==> src/rtl/ram_port_arb_pkg.sv <==
// ram_port_arb_pkg: shared types and constants for the HyperRAM host-port arbiter.
//   arb_state_t   : FSM encoding (IDLE, ISSUE, XFER)
//   BURST_LEN_DEF : default halfword beats per burst
//   PORT_IF/PORT_D: port indices (instruction fetch, data)
package ram_port_arb_pkg;

    typedef enum logic [1:0] {
        IDLE  = 2'd0,
        ISSUE = 2'd1,
        XFER  = 2'd2
    } arb_state_t;

    localparam int   BURST_LEN_DEF = 8;
    localparam logic PORT_IF       = 1'b0;
    localparam logic PORT_D        = 1'b1;

endpackage

==> src/rtl/ram_arb_rr.sv <==
// ram_arb_rr: combinational 2-way round-robin picker.
//   req[1:0] in  : pending requests
//   last     in  : port granted most recently
//   valid    out : at least one request pending
//   winner   out : selected port (on a tie, the port that is not last)
module ram_arb_rr (
    input  logic [1:0] req,
    input  logic       last,
    output logic       valid,
    output logic       winner
);

    assign valid  = |req;
    assign winner = &req ? ~last : req[1];

endmodule

==> src/rtl/ram_port_arb.sv <==
// ram_port_arb: round-robin share of the HyperRAM core host port between
// instruction fetch (port 0) and data (port 1), with a stall watchdog.
//   pN_req/rwn/burst/addr in, pN_ack out        : request channel per port
//   pN_txm/txd in, pN_txd_ack out               : write beats per port
//   pN_rxd/rxd_vld out                          : read beats per port
//   host_req/rwn/burst/addr out, host_ack in    : request channel to core
//   host_txm/txd out, host_txd_ack in           : write beats to core
//   host_rxd/rxd_vld in                         : read beats from core
//   busy out, err out (sticky), err_clr in      : status
module ram_port_arb
    import ram_port_arb_pkg::*;
#(
    parameter int BURST_LEN = BURST_LEN_DEF,
    parameter int TIMEOUT   = 255
) (
    input  logic        clk,
    input  logic        rst,
    input  logic        p0_req,
    input  logic        p0_rwn,
    input  logic        p0_burst,
    input  logic [31:0] p0_addr,
    output logic        p0_ack,
    input  logic [1:0]  p0_txm,
    input  logic [15:0] p0_txd,
    output logic        p0_txd_ack,
    output logic [15:0] p0_rxd,
    output logic        p0_rxd_vld,
    input  logic        p1_req,
    input  logic        p1_rwn,
    input  logic        p1_burst,
    input  logic [31:0] p1_addr,
    output logic        p1_ack,
    input  logic [1:0]  p1_txm,
    input  logic [15:0] p1_txd,
    output logic        p1_txd_ack,
    output logic [15:0] p1_rxd,
    output logic        p1_rxd_vld,
    output logic        host_req,
    output logic        host_rwn,
    output logic        host_burst,
    output logic [31:0] host_addr,
    input  logic        host_ack,
    output logic [1:0]  host_txm,
    output logic [15:0] host_txd,
    input  logic        host_txd_ack,
    input  logic [15:0] host_rxd,
    input  logic        host_rxd_vld,
    output logic        busy,
    output logic        err,
    input  logic        err_clr
);

    localparam int BW = $clog2(BURST_LEN) + 1;
    localparam int TW = $clog2(TIMEOUT + 1);

    arb_state_t    state, state_nxt;
    logic          rwn_q, burst_q, gnt, last;
    logic [31:0]   addr_q;
    logic [BW-1:0] beats, beats_nxt;
    logic [TW-1:0] timer;
    logic          valid, winner, beat, done, abort, g0, g1;

    ram_arb_rr u_rr (
        .req    ({p1_req, p0_req}),
        .last   (last),
        .valid  (valid),
        .winner (winner)
    );

    assign busy      = state != IDLE;
    assign g0        = busy & (gnt == PORT_IF);
    assign g1        = busy & (gnt == PORT_D);
    // Beats only count while a transaction is live, so stragglers after an abort vanish.
    assign beat      = busy & (rwn_q ? host_rxd_vld : host_txd_ack);
    assign beats_nxt = (beat && beats != '0) ? beats - 1'b1 : beats;
    // Completion is judged after this cycle's beat; it takes priority over the watchdog.
    assign done      = (state == XFER || (state == ISSUE && host_ack)) && beats_nxt == '0;
    assign abort     = busy && timer == TW'(TIMEOUT) && !done;

    always_comb begin
        state_nxt = state;
        state_nxt = state == IDLE ? (valid ? ISSUE : IDLE) :
                    (done || abort) ? IDLE :
                    (state == ISSUE && host_ack) ? XFER : state;
    end

    always_ff @(posedge clk or posedge rst) begin
        if (rst) begin
            state   <= IDLE;
            rwn_q   <= 1'b1;
            burst_q <= 1'b0;
            addr_q  <= '0;
            gnt     <= PORT_IF;
            last    <= PORT_D;
            beats   <= '0;
            timer   <= '0;
            err     <= 1'b0;
        end else begin
            state <= state_nxt;
            err   <= abort | (err & ~err_clr);
            if (state == IDLE) begin
                if (valid) begin
                    rwn_q   <= winner ? p1_rwn : p0_rwn;
                    burst_q <= winner ? p1_burst : p0_burst;
                    addr_q  <= winner ? p1_addr : p0_addr;
                    gnt     <= winner;
                    last    <= winner;
                    beats   <= (winner ? p1_burst : p0_burst) ? BW'(BURST_LEN) : BW'(1);
                    timer   <= '0;
                end
            end else begin
                beats <= beats_nxt;
                if (!(&timer))
                    timer <= timer + 1'b1;
            end
        end
    end

    assign host_req   = state == ISSUE;
    assign host_rwn   = rwn_q;
    assign host_burst = burst_q;
    assign host_addr  = addr_q;
    assign p0_ack     = host_req & host_ack & (gnt == PORT_IF);
    assign p1_ack     = host_req & host_ack & (gnt == PORT_D);
    assign host_txd   = g1 ? p1_txd : g0 ? p0_txd : '0;
    assign host_txm   = g1 ? p1_txm : g0 ? p0_txm : '0;
    assign p0_txd_ack = g0 & host_txd_ack;
    assign p1_txd_ack = g1 & host_txd_ack;
    assign p0_rxd     = busy ? host_rxd : '0;
    assign p1_rxd     = busy ? host_rxd : '0;
    assign p0_rxd_vld = g0 & host_rxd_vld;
    assign p1_rxd_vld = g1 & host_rxd_vld;

endmodule

==> config.mk <==
export PLATFORM = sky130hd
export DESIGN_NAME = ram_port_arb
export DESIGN_NICKNAME = d
export VERILOG_FILES = /design/src/rtl/ram_port_arb_pkg.sv /design/src/rtl/ram_arb_rr.sv /design/src/rtl/ram_port_arb.sv
export SDC_FILE = /design/constraint.sdc
export NUM_CORES = 1
export LEC_CHECK = 0
export BUFFER_PORTS_ARGS = -buffer_cell sky130_fd_sc_hd__buf_2
export CORE_MARGIN = 10
export CORE_UTILIZATION = 37
export DETAILED_ROUTE_END_ITERATION = 6
export HOLD_SLACK_MARGIN = 0.08
export PLACE_DENSITY = 0.77
export SETUP_SLACK_MARGIN = 0.15
export SKIP_CTS_REPAIR_TIMING = 1
export SYNTH_ARGS = -nofsm -noshare
export SYNTH_HDL_FRONTEND = slang
export SYNTH_SLANG_ARGS = --single-unit
==> constraint.sdc <==
create_clock -name clk -period 2.06 [get_ports clk]
set_clock_uncertainty 0.05 [all_clocks]
set_input_delay 0.618 -clock clk [delete_from_list [all_inputs] [get_ports clk]]
set_output_delay 0.618 -clock clk [all_outputs]
set_load 0.01 [all_outputs]
==> reports/results.tsv <==
metric	value	unit
floorplan die area	12400	um^2
Critical Path Start Type	register	
DRC viols	0	
run status	finished with violations	
sum of internal, switching and leakage power	5630	uW
core utilization of the finished layout	56.1	%
number of buffers created by CTS	5	
violations in the final reports	negative setup slack	
routed length per instance	16.7	um
Slew Limit Fails	0	
Max H-tree Level	2	
Top FF cell, synth	sky130_fd_sc_hd__dfrtp_1	
global route total overflow	0	
TritonCTS clock tree	done	
netlist area before placement	3070	um^2
fin crit period	2.12	ns
area of the core	8130	um^2
first-pass iteration count of the detailed router	4	
first-pass GRT wire length	16500	um
buffer levels on the longest clock path	2	
Synth Area in Compound Gates	11.7	%
ranking of synthesized cells by instance count	sky130_fd_sc_hd__mux2i_1 (53), sky130_fd_sc_hd__dfrtp_1 (49), sky130_fd_sc_hd__o21ai_0 (42), sky130_fd_sc_hd__nand2_1 (39), sky130_fd_sc_hd__nor2_1 (30)	
maximum fanout along the worst path	6	
Synth area leader	sky130_fd_sc_hd__dfrtp_1	
arrival time at the worst endpoint	1.45	ns
share of synthesized cell area in and, or, nand and nor gates	18.8	%
Fmax	471	MHz
syn_nets	465	
number of enable flip-flop cells after synthesis	0	
portion of netlist area occupied by mux cells	17.7	%
initial antenna violation count	0	
final clock period utilization by the worst path	103	%
Fillers	755	
RePlAce Congestion	0.867	
number of hold violations in the final report	0	
class of the worst hold path	in2async	
clk_lat worst skew	0.30	ns
Routed WL	10800	um
Req. time, crit path	1.39	ns
Worst setup EP type	output port	
Post-DP HPWL	8630	um
setup total negative slack	-1.36	ns
flop and latch count out of synthesis	51	
instance count of the mapped netlist	335	
most common cell in the netlist	sky130_fd_sc_hd__mux2i_1	
Final setup viols	54	
Mean Syn Cell Area	9.18	um^2
die outline height	111	um
Max Cap Violations	0	
share of async-settable or async-resettable flops after synthesis	100	%
area share of fa/ha/maj cells after synthesis	0.814	%
Seq/Total Area, Yosys	41.6	%
Root Buffer	sky130_fd_sc_hd__clkbuf_8	
largest family of logic cells by synthesized area	simple AND/OR/NAND/NOR gates	
Sinks on Clock Net	51	
Total Routing Usage GR	15.9	%
total I/O pin count	221	
Area growth syn-to-layout	48.4	%
share of layout cells above drive strength 1	49.9	%
startpoint-to-endpoint class of the critical path	reg2out	
worst reg-to-reg path cell count	7	
clock transition time at the flip-flop clock pins of the worst setup and hold paths	0.09	ns
count of standard-cell rows	33	
pin count of the biggest net entering global routing	52	
Final nets	672	
vias in the first global route	3291	
endpoint of the most critical register-to-register path	err	
worst-case headroom to the max-slew limit	73.3	%
Yosys warning count	0	
die span in x	111	um
final critical-path setup slack	-0.0610	ns
pwr dens	1230	nW/um^2
peak ir drop on the vdd network	0.403	mV
Antenna Violating Nets Remaining	0	
static power due to leakage	0.00240	uW
proportion of netlist area held by the largest area contributor	39.9	%
drt via density	4.89	
final antenna diode count	0	
initial DRC count	151	
share of the synthesized netlist area taken by xor and xnor gates	1.42	%
Crit Reg-Reg Startpoint	beats[1]	
Worst Hold Slack	0.311	ns
reg2reg setup slack	0.12	ns
number of distinct standard cells referenced by the synthesized netlist	43	
vias post-DR	3166	
initial core utilization	37.8	%
leading cell types by total area after synthesis	sky130_fd_sc_hd__dfrtp_1 (40%), sky130_fd_sc_hd__mux2i_1 (17%), sky130_fd_sc_hd__o21ai_0 (6.8%)	
count of input and output buffers	220	
unrepaired setup endpoints after global routing	true	
slew of the pin with the lowest slew margin	0.399	ns
-- power breakdown --
part	switching, uW	internal (uW)
Combinational	1630	1420
Sequential	314	1470
Clock	323	485
Total	2260	3370
-- worst max-delay path by stage --
stage               slack, ns         start  cells after the start      endpoint
finish                  -0.06      state[0]                      5  host_txd[11]
global route            -0.13      state[0]                      5   host_txm[0]
CTS                     -0.31      state[1]                      4    p1_txd_ack
detailed placement      -0.05  host_txd_ack                      6           err
global placement         0.05  host_txd_ack                      6           err
floorplan                0.11      state[1]                      5    p1_rxd[10]
-- kinds of logic after synthesis --
group	after synthesis
adders and majority gates	2
DFF	51
and+or+nand+nor	117
AOI/OAI and AO/OA	62
xor gates and xnor gates	5
muxes	54
buffers and inverters	44
-- registers in the layout, indices dropped and copies added, names as in the netlist --
signal and flops:
host_addr 32, state 2, host_burst 1, timer 8
gnt 1, host_rwn 1, last 1, beats 4
err 1
-- routing by layer --
| metal | global-route usage, % | vias up | share of wire (%) |
|---|---|---|---|
| met5 | 0 | - | 0 |
| li1 | - | 1551 | - |
| met3 | 5.14 | 12 | 8.2 |
| met1 | 17.6 | 1444 | 39 |
| met2 | 28.5 | 159 | 51 |
| met4 | 4.03 | 0 | 1.2 |
-- layout make-up --
class / instances / area [um^2] / share of cell area (%)
Inverter: 7 / 28.8 / 0.631
Clock buffer: 6 / 72.6 / 1.59
Multi-Input combinational cell: 240 / 1660 / 36.4
Timing Repair Buffer: 237 / 1330 / 29.1
Tap cell: 105 / 131 / 2.88
Sequential cell: 51 / 1280 / 28.1
Clock inverter: 2 / 60.1 / 1.32
-- placed cells by master, fill, tap and decap left out, types with 2 or more instances in the layout --
master | synthesis | final
sky130_fd_sc_hd__dfstp_2 | 2 | 2
sky130_fd_sc_hd__nand4_1 | 2 | 2
sky130_fd_sc_hd__o32ai_1 | 2 | 2
sky130_fd_sc_hd__mux2i_1 | 53 | 53
sky130_fd_sc_hd__dfrtp_1 | 49 | 47
sky130_fd_sc_hd__dfrtp_2 | 0 | 2
sky130_fd_sc_hd__o21ai_0 | 42 | 42
sky130_fd_sc_hd__xnor2_1 | 5 | 5
sky130_fd_sc_hd__and3_1 | 3 | 3
sky130_fd_sc_hd__bufinv_16 | 0 | 2
sky130_fd_sc_hd__buf_12 | 0 | 4
sky130_fd_sc_hd__nor3_1 | 10 | 9
sky130_fd_sc_hd__buf_6 | 1 | 6
sky130_fd_sc_hd__nor2_2 | 0 | 2
sky130_fd_sc_hd__nor3b_1 | 3 | 2
sky130_fd_sc_hd__inv_2 | 0 | 2
sky130_fd_sc_hd__nor2_4 | 1 | 5
sky130_fd_sc_hd__nand2_1 | 39 | 39
sky130_fd_sc_hd__clkbuf_8 | 0 | 5
sky130_fd_sc_hd__nor2_1 | 30 | 24
sky130_fd_sc_hd__inv_1 | 7 | 4
sky130_fd_sc_hd__nand3_1 | 3 | 3
sky130_fd_sc_hd__buf_2 | 4 | 216
sky130_fd_sc_hd__o41ai_2 | 1 | 2
sky130_fd_sc_hd__and2_1 | 16 | 16
sky130_fd_sc_hd__nand2b_1 | 2 | 2
sky130_fd_sc_hd__a21oi_1 | 6 | 6
sky130_fd_sc_hd__buf_4 | 18 | 10
-- critical path, cell delays in order (launching register included) --
cell and delay, ns:
sky130_fd_sc_hd__dfrtp_2 0.45, sky130_fd_sc_hd__nor2_4 0.21, sky130_fd_sc_hd__buf_6 0.16, sky130_fd_sc_hd__clkbuf_16 0.16, sky130_fd_sc_hd__nor2_2 0.03, sky130_fd_sc_hd__buf_2 0.14
-- per-stage QoR --
| step | instances | setup slack, ns | instance area (um^2) |
|---|---|---|---|
| floorplan | 335 | 0.111 | 3080 |
| global placement | 633 | 0.0473 | 4240 |
| detailed placement | 633 | -0.0512 | 4240 |
| CTS | 641 | -0.315 | 4370 |
| global route | 648 | -0.129 | 4560 |
| finish | 648 | -0.0610 | 4560 |
(Power assumes the default switching activity.)
